`src/rtl/img_ram_rsize_line_fetch_pkg.sv`:
```
// Shared definitions for the vertical-resize line table consumer: frame
// geometry defaults, fixed-point layout of a table entry and the FSM states.
package img_ram_rsize_line_fetch_pkg;

    localparam int OUT_LINES = 1080;
    localparam int SRC_LINES = 480;
    localparam int ADDR_W    = 11;

    // org_h is unsigned 10.5 fixed point
    localparam int FRAC_W  = 5;
    localparam int INT_W   = 10;
    localparam int ORG_H_W = INT_W + FRAC_W;

    // Table entry layout {vld, org_h}
    localparam int ENTRY_W       = ORG_H_W + 1;
    localparam int ENTRY_VLD_BIT = 15;
    localparam int ORG_H_MSB     = 14;
    localparam int ORG_H_LSB     = 0;

    typedef enum logic [2:0] {
        ST_IDLE,
        ST_RD_TBL,
        ST_WAIT_TBL,
        ST_CALC,
        ST_REQ,
        ST_WAIT_DONE,
        ST_DONE
    } line_state_t;

endpackage

```
`src/rtl/img_row_round_clamp.sv`:
```
// Converts a 10.5 fixed-point source position into an integer source row:
// optional round-to-nearest on the first fractional bit, then clamp to the
// last row of the source image.
module img_row_round_clamp #(
    parameter int ROUND_EN  = 1,
    parameter int SRC_LINES = img_ram_rsize_line_fetch_pkg::SRC_LINES
) (
    input  logic [14:0] org_h_i,
    output logic [9:0]  row_o
);
    import img_ram_rsize_line_fetch_pkg::*;

    localparam logic [10:0] ROW_MAX = 11'(SRC_LINES - 1);

    logic        round_up;
    logic [10:0] sum;

    // Sum is one bit wider than the row so 1023 + 1 still clamps correctly
    always_comb begin
        round_up = (ROUND_EN != 0) && org_h_i[FRAC_W-1];
        sum      = {1'b0, org_h_i[ORG_H_W-1:FRAC_W]} + {10'd0, round_up};
        row_o    = (sum > ROW_MAX) ? ROW_MAX[9:0] : sum[9:0];
    end

endmodule

```
`src/rtl/img_ram_rsize_line_fetch.sv`:
```
// Per output line: read the resize table entry, turn it into a source row,
// and either report the line blank, reuse the buffered row, or request the
// row from the frame-buffer line fetcher and wait for it to land.
module img_ram_rsize_line_fetch #(
    parameter int OUT_LINES = img_ram_rsize_line_fetch_pkg::OUT_LINES,
    parameter int SRC_LINES = img_ram_rsize_line_fetch_pkg::SRC_LINES,
    parameter int ADDR_W    = img_ram_rsize_line_fetch_pkg::ADDR_W,
    parameter int ROUND_EN  = 1,
    parameter int REUSE_EN  = 1
) (
    input  logic              clk,
    input  logic              rst,
    input  logic              i_frame_start,
    input  logic              i_line_start,
    output logic [ADDR_W-1:0] o_h_ram_raddr,
    output logic              o_h_ram_re,
    input  logic              i_org_h_vld,
    input  logic [14:0]       i_org_h,
    input  logic              i_h_ram_vld,
    output logic              o_row_req,
    output logic [9:0]        o_row_addr,
    input  logic              i_row_ack,
    input  logic              i_row_done,
    output logic              o_line_rdy,
    output logic              o_line_blank,
    output logic              o_line_reuse,
    output logic              o_overrun
);
    import img_ram_rsize_line_fetch_pkg::*;

    localparam logic [ADDR_W-1:0] LINE_LIMIT = ADDR_W'(OUT_LINES);

    line_state_t          state_q;
    logic [ADDR_W-1:0]    line_cnt_q;
    logic [ADDR_W-1:0]    raddr_q;
    logic                 re_q;
    logic [ENTRY_W-1:0]   entry_q;
    logic [9:0]           last_row_q;
    logic                 last_vld_q;
    logic                 row_req_q;
    logic [9:0]           row_addr_q;
    logic                 line_rdy_q;
    logic                 blank_q;
    logic                 reuse_q;
    logic                 overrun_q;
    logic [9:0]           calc_row;

    img_row_round_clamp #(
        .ROUND_EN  (ROUND_EN),
        .SRC_LINES (SRC_LINES)
    ) u_round_clamp (
        .org_h_i (entry_q[ORG_H_MSB:ORG_H_LSB]),
        .row_o   (calc_row)
    );

    // Line FSM with registered outputs; frame start overrides everything
    always_ff @(posedge clk) begin
        if (rst) begin
            state_q    <= ST_IDLE;
            line_cnt_q <= '0;
            raddr_q    <= '0;
            re_q       <= 1'b0;
            entry_q    <= '0;
            last_row_q <= '0;
            last_vld_q <= 1'b0;
            row_req_q  <= 1'b0;
            row_addr_q <= '0;
            line_rdy_q <= 1'b0;
            blank_q    <= 1'b0;
            reuse_q    <= 1'b0;
            overrun_q  <= 1'b0;
        end else begin
            re_q       <= 1'b0;
            line_rdy_q <= 1'b0;
            blank_q    <= 1'b0;
            reuse_q    <= 1'b0;
            overrun_q  <= 1'b0;

            if (i_frame_start) begin
                line_cnt_q <= '0;
                last_vld_q <= 1'b0;
                row_req_q  <= 1'b0;
                if (i_line_start) begin
                    state_q <= ST_RD_TBL;
                    re_q    <= 1'b1;
                    raddr_q <= '0;
                end else begin
                    state_q <= ST_IDLE;
                end
            end else begin
                if (i_line_start && (state_q != ST_IDLE)) begin
                    overrun_q <= 1'b1;
                end

                case (state_q)
                    ST_IDLE: begin
                        if (i_line_start) begin
                            if (line_cnt_q == LINE_LIMIT) begin
                                overrun_q <= 1'b1;
                            end else begin
                                state_q <= ST_RD_TBL;
                                re_q    <= 1'b1;
                                raddr_q <= line_cnt_q;
                            end
                        end
                    end
                    ST_RD_TBL: begin
                        state_q <= ST_WAIT_TBL;
                    end
                    ST_WAIT_TBL: begin
                        if (i_h_ram_vld) begin
                            entry_q <= {i_org_h_vld, i_org_h};
                            state_q <= ST_CALC;
                        end
                    end
                    ST_CALC: begin
                        if (!entry_q[ENTRY_VLD_BIT]) begin
                            state_q    <= ST_DONE;
                            line_rdy_q <= 1'b1;
                            blank_q    <= 1'b1;
                        end else if ((REUSE_EN != 0) && last_vld_q && (calc_row == last_row_q)) begin
                            state_q    <= ST_DONE;
                            line_rdy_q <= 1'b1;
                            reuse_q    <= 1'b1;
                        end else begin
                            state_q    <= ST_REQ;
                            row_req_q  <= 1'b1;
                            row_addr_q <= calc_row;
                        end
                    end
                    ST_REQ: begin
                        if (i_row_ack) begin
                            row_req_q  <= 1'b0;
                            last_row_q <= row_addr_q;
                            last_vld_q <= 1'b1;
                            if (i_row_done) begin
                                state_q    <= ST_DONE;
                                line_rdy_q <= 1'b1;
                            end else begin
                                state_q <= ST_WAIT_DONE;
                            end
                        end
                    end
                    ST_WAIT_DONE: begin
                        if (i_row_done) begin
                            state_q    <= ST_DONE;
                            line_rdy_q <= 1'b1;
                        end
                    end
                    ST_DONE: begin
                        state_q    <= ST_IDLE;
                        line_cnt_q <= line_cnt_q + ADDR_W'(1);
                    end
                    default: begin
                        state_q <= ST_IDLE;
                    end
                endcase
            end
        end
    end

    assign o_h_ram_raddr = raddr_q;
    assign o_h_ram_re    = re_q;
    assign o_row_req     = row_req_q;
    assign o_row_addr    = row_addr_q;
    assign o_line_rdy    = line_rdy_q;
    assign o_line_blank  = blank_q;
    assign o_line_reuse  = reuse_q;
    assign o_overrun     = overrun_q;

endmodule

```
`config.mk`:
```
export PLATFORM = sky130hd
export DESIGN_NAME = img_ram_rsize_line_fetch
export DESIGN_NICKNAME = d
export VERILOG_FILES = /design/src/rtl/img_ram_rsize_line_fetch_pkg.sv /design/src/rtl/img_row_round_clamp.sv /design/src/rtl/img_ram_rsize_line_fetch.sv
export SDC_FILE = /design/constraint.sdc
export NUM_CORES = 1
export LEC_CHECK = 0
export CAP_MARGIN = 20
export CORE_ASPECT_RATIO = 1.75
export CORE_MARGIN = 4
export CORE_UTILIZATION = 38
export DETAILED_ROUTE_END_ITERATION = 12
export PLACE_DENSITY = 0.7
export RECOVER_POWER = 50
export SYNTH_ARGS = -nofsm -noshare
export SYNTH_HDL_FRONTEND = slang
export SYNTH_SLANG_ARGS = --single-unit
```
`constraint.sdc`:
```
create_clock -name clk -period 2.9 [get_ports clk]
set_input_delay 0.29 -clock clk [delete_from_list [all_inputs] [get_ports clk]]
set_output_delay 0.29 -clock clk [all_outputs]
set_load 0.01 [all_outputs]
```
Word level (Yosys, flattened, before mapping)

Cells that the tools add are included.

Bits in registers: 68
Input bits: 23
Logic and storage cells: 89

Add/subtract/negate cells: 2
Order comparisons: 1
Equal/unequal tests: 17
Mux-type cells: 36
Bitwise logic cells: 4
Reductions and logical operators: 16

Operator list:

| operator                                            | number |
|---|---|
| 2-to-1 mux 11 bit                                   | 5 |
| 2-to-1 mux 1 bit                                    | 18 |
| 2-to-1 mux 3 bit                                    | 6 |
| one-hot mux 3 bit (6 select lines)                  | 1 |
| != test 3 bit, second input constant                | 5 |
| adder 10 x 1 -> 11 bit                              | 1 |
| adder 11 x 1 -> 11 bit, second input constant       | 1 |
| equality test 11 bit, second input constant         | 1 |
| > comparator 11 x 9 -> 1 bit, second input constant | 1 |
| equality test 10 bit                                | 1 |
| 2-to-1 mux 10 bit                                   | 1 |
| equality test 3 bit, second input constant          | 3 |
| AND reduction 3 bit                                 | 3 |
| != test 2 bit, second input constant                | 4 |
| AND reduction 4 bit                                 | 2 |
| equality test 3 x 2 -> 1 bit, second input constant | 2 |
| 2-to-1 mux 2 bit                                    | 3 |
| AND reduction 5 bit                                 | 1 |
| NOT 1 bit                                           | 4 |
| nonzero test 2 bit                                  | 2 |
| OR reduction 4 bit                                  | 1 |
| equality test 3 x 1 -> 1 bit, second input constant | 1 |
| zero test 3 bit                                     | 1 |
| one-hot mux 1 bit (3 select lines)                  | 1 |
| other kinds (6)                                     | 7 |

Depth between registers and ports, before layout

Word-level depth: 9
Gate-level depth with buffers: 10
Gate-level depth less buffers: 9

Modules after synthesis

A second synthesis with hierarchy kept.

Cells, all modules: 356
Area total of the unflattened synthesis: 3229.3 sq um

Modules (own cells, without submodules):

| module                   | instances | cells an instance | area an instance (sq um) | seq. area each (sq um) |
|---|---|---|---|---|
| img_ram_rsize_line_fetch | 1         | 312               | 2889.0                   | 1361.3 |
| img_row_round_clamp      | 1         | 44                | 340.3                    | 0.0 |

Least setup slack after synthesis

No wires, ideal clock.

Kind: flip-flop to flip-flop
Start: reg entry_q[4]
End: reg state_q[1]
Setup time: 0.088 ns
Arrival time: 2.723 ns
Data required time: 2.812 ns
Slack: 0.089 ns
Cell stages (with the launch flop): 10
Buffers on the path: 1
Path through: dfxtp_1 > ha_1 > ha_1 > buf_2 > and4b_1 > o32a_4 > or4_4 > a221oi_4 > a21boi_1 > a311oi_2

Longest elaborated chain between the ends: 9

RTL lines:

| what                                 | RTL line                        | text |
|---|---|---|
| start, declared                      | img_ram_rsize_line_fetch.sv:37  | `logic [ENTRY_W-1:0] entry_q;` |
| start signal, assigned               | img_ram_rsize_line_fetch.sv:112 | `entry_q <= {i_org_h_vld, i_org_h};` |
| adder 10 x 1 -> 11 bit *             | img_row_round_clamp.sv:21       | `sum = {1'b0, org_h_i[ORG_H_W-1:FRAC_W]} + {10'd0, round_up};` |
| > comparator 11 x 9 -> 1 bit         | img_row_round_clamp.sv:22       | `row_o = (sum > ROW_MAX) ? ROW_MAX[9:0] : sum[9:0];` |
| 2-to-1 mux 10 bit *                  | img_row_round_clamp.sv:22       |  |
| equality test 10 bit *               | img_ram_rsize_line_fetch.sv:121 | `end else if ((REUSE_EN != 0) && last_vld_q && (calc_row == last_row_q)) begin` |
| logical AND 1 bit *                  | img_ram_rsize_line_fetch.sv:121 |  |
| 2-to-1 mux 2 bit *                   | img_ram_rsize_line_fetch.sv:121 |  |
| 2-to-1 mux 2 bit *                   | img_ram_rsize_line_fetch.sv:117 | `if (!entry_q[ENTRY_VLD_BIT]) begin` |
| one-hot mux 3 bit (6 select lines) * | img_ram_rsize_line_fetch.sv:95  | `case (state_q)` |
| 2-to-1 mux 3 bit *                   | img_ram_rsize_line_fetch.sv:79  | `if (i_frame_start) begin` |
| end signal, assigned                 | img_ram_rsize_line_fetch.sv:84  | `state_q <= ST_RD_TBL;` |
| end signal, assigned                 | img_ram_rsize_line_fetch.sv:118 | `state_q <= ST_DONE;` |
| end signal, assigned                 | img_ram_rsize_line_fetch.sv:122 | `state_q <= ST_DONE;` |
| end, declared                        | img_ram_rsize_line_fetch.sv:33  | `line_state_t state_q;` |

Mark *: on every way between the ends. The rest lies on a longest branch, timed or not.
A chain may end at the register's enable or synchronous reset.

Final worst setup path

Start: reg entry_q[4]
End: reg row_addr_q[4] (netlist: o_row_addr[4])

Longest elaborated chain between the ends: 7

RTL lines:

| what                          | RTL line                        | text |
|---|---|---|
| adder 10 x 1 -> 11 bit *      | img_row_round_clamp.sv:21       |  |
| > comparator 11 x 9 -> 1 bit  | img_row_round_clamp.sv:22       |  |
| 2-to-1 mux 10 bit *           | img_row_round_clamp.sv:22       |  |
| equality test 10 bit          | img_ram_rsize_line_fetch.sv:121 |  |
| logical AND 1 bit             | img_ram_rsize_line_fetch.sv:121 |  |
| NOT 1 bit (no line)           | --                              |  |
| AND reduction 4 bit (no line) | --                              |  |
| end signal, assigned          | img_ram_rsize_line_fetch.sv:128 | `row_addr_q <= calc_row;` |
| end, declared                 | img_ram_rsize_line_fetch.sv:41  | `logic [9:0] row_addr_q;` |

Marks and branches as above.

==> results.yml <==
logic_synthesis:
  synthAdderAreaFrac: 0.0161
  ys_types: 61
  synth.area.top_cells: "dfxtp_1, mux2i_1, nor2_1, a22oi_1, nand2_1"
  yosysWarnings: 0
  synth-edff-count: 0
  synth_compound_area_frac: 0.175
  ys_seq_area_frac: 0.411
  yosys.area.top_type: "dfxtp_1"
  yosysMostFrequentCell: "dfxtp_1"
  yosys.area_share.xor_xnor: 0.0442
  post-synth-top-area-fraction: 0.411
  synthSimpleGateAreaFrac: 0.217
  synth_ff_type: "dfxtp_1"
  synth_top_family_by_area: "simple AND/OR/NAND/NOR gates"
  ys_top_cells_by_count: "dfxtp_1, nor2_1, mux2i_1"
  syn_nets: 376
  synth_area_um2: 3120
  muxShareOfSynthArea: 0.0936
  syn_area_per_cell_um2: 8.93
  synth-seq-cells: 64
  async_flop_share: 0
  synthCells: 349
timing:
  tightestPinTransition_ns: 0.837
  fmax_ghz: 0.357
  slew-limit-headroom: 0.442
  setup_ws_ns: 0.103
  maxSlewViolCount: 0
  setup_viol: 0
  skew_ns: 0.00596
  final-hold-violation-count: 0
  period_needed_ns: 2.80
  whs_ns: 0.457
  fin_crit_sh: 0.965
detailed_routing:
  wl_per_cell_um: 16.1
  routed_wirelength_um: 8030
  vias_per_cell: 5.64
  drt.antenna.violating_nets: 0
  vias: 2821
  drtIter0Drc: 160
  firstDrtPassIters: 4
  drc: 0
place:
  port_buffers: 45
  gp_congestion: 0.876
  dp_hpwl_um: 5860
  place_ws_ns: -0.0160
power_and_ir_drop:
  peakVddDrop_uv: 374
  p_total_w: 0.00197
  p_per_area_nw_per_um2: 480
  p_leak_nw: 1.64
die:
  initial_utilization: 0.391
  io_pins: 50
  die_area_um2: 9770
  rows: 43
  dieHeight_um: 128
  die_w_um: 76.4
  core_area_um2: 7960
global_routing:
  grt.overflow.total: 0
  grt_max_degree: 41
  grt_pass1_wl_um: 13200
  antenna_found_initial: 0
  grt_usage: 0.172
  grt_pass1_vias: 2809
cts:
  clock-sinks: 64
  cts_buffers: 9
  tritoncts: "yes"
  clockRootBuffer: "clkbuf_16"
  cts.path.max_buffers: 2
  htree_levels: 3
  clk_pin_slew_ns: 0.05
  clk_latency_ns: 0.33
cells_and_area:
  drive_gt1_frac: 0.149
  fin_nets: 433
  antennaDiodeCount: 0
  synthToLayoutAreaGrowth_pct: 31.6
worst_setup_path:
  rrSetupSlack_ns: 0.10
  start_kind: "register"
  path_class: "register to register"
  cp.required_ns: 3.16
  arrival_ns: 3.06
  cp_max_fo: 5
  critPathCaptureType: "register"
job:
  drv_cap: 0
outcome:
  outcome: "completed"
worst_hold_path:
  worstHoldPathType: "register to register"
-- cell families (layout without fill, tap and decap cells) --
group	count (synthesis)	count (layout)
simple gates	138	138
mux	29	29
flops	64	64
fa+ha+maj	4	4
xor+xnor	14	14
compound gates	70	70
buf+inv	30	91
-- placed cells by master (no fill, tap or decap), drive strengths merged, types with 9 or more instances in the layout --
master / n
dlygate4sd3: 26
nor2: 56
clkbuf: 13
clkdlybuf4s50: 19
inv: 13
a21oi: 13
mux2i: 28
buf: 16
nand3: 9
nand2: 24
dfxtp: 64
o21ai: 10
a22oi: 12
-- critical path: stages, from the launching register on --
cell	delay [ns]
dfxtp_2	0.33
ha_4	0.16
buf_6	0.12
and3_4	0.20
xnor2_4	0.15
a221o_1	0.33
or4_4	0.54
a221o_1	0.42
o21ai_4	0.27
mux2i_1	0.21
-- metal layers --
layer	GRT usage	vias to the layer above	part of all wire
met3	0.0549	25	0.044
met1	0.169	1351	0.38
met2	0.310	69	0.53
met5	0	-	0
li1	-	1376	-
met4	0.106	0	0.036
-- cell type report --
type,instances,area (µm²)
Multi-Input combinational cell,255,1790
Sequential cell,64,1290
Tap cell,90,113
Timing Repair Buffer,63,587
Fill cell,755,3860
Inverter,13,48.8
Clock inverter,4,20.0
Clock buffer,11,253
-- report_power, final --
part	total [W]	internal, W	switching (W)
registers	0.000893	0.000885	0.00000810
logic	0.0000920	0.0000431	0.0000489
clock network	0.000982	0.000612	0.000370
total	0.00197	0.00154	0.000427
-- registers in the layout, indices dropped and copies added (netlist names), 3 cells and up --
register / count
entry_q: 12
line_cnt_q: 11
o_h_ram_raddr: 11
last_row_q: 10
o_row_addr: 10
state_q: 3
-- worst paths after layout --
check / startpoint / to / cells after the start
max: entry_q[4]$_SDFFE_PP0P_ / o_row_addr[4]$_SDFFE_PP0P_ / 9
min: last_vld_q$_SDFFE_PP0P_ / last_vld_q$_SDFFE_PP0P_ / 2
max reg2reg: entry_q[4]$_SDFFE_PP0P_ / o_row_addr[4]$_SDFFE_PP0P_ / 9
min reg2reg: last_vld_q$_SDFFE_PP0P_ / last_vld_q$_SDFFE_PP0P_ / 2
-- timing repair --
action	CTS	global route
setup buffers	0	3
pin swaps	0	8
resized for setup	1	26
setup endpoints to repair	2	13
hold buffers	0	0
-- metrics by stage --
stage               cell area, µm²  utilization  cells   TNS, ns
global route                  4100        0.515    500  -0.00317
detailed placement            3700        0.465    482   -0.0160
CTS                           3980        0.500    497   -0.0199
floorplan                     3120            -    349         0
global placement              3700        0.464    481         0
finish                        4100        0.515    500         0
No activity file was read; power rests on OpenSTA's default activity.
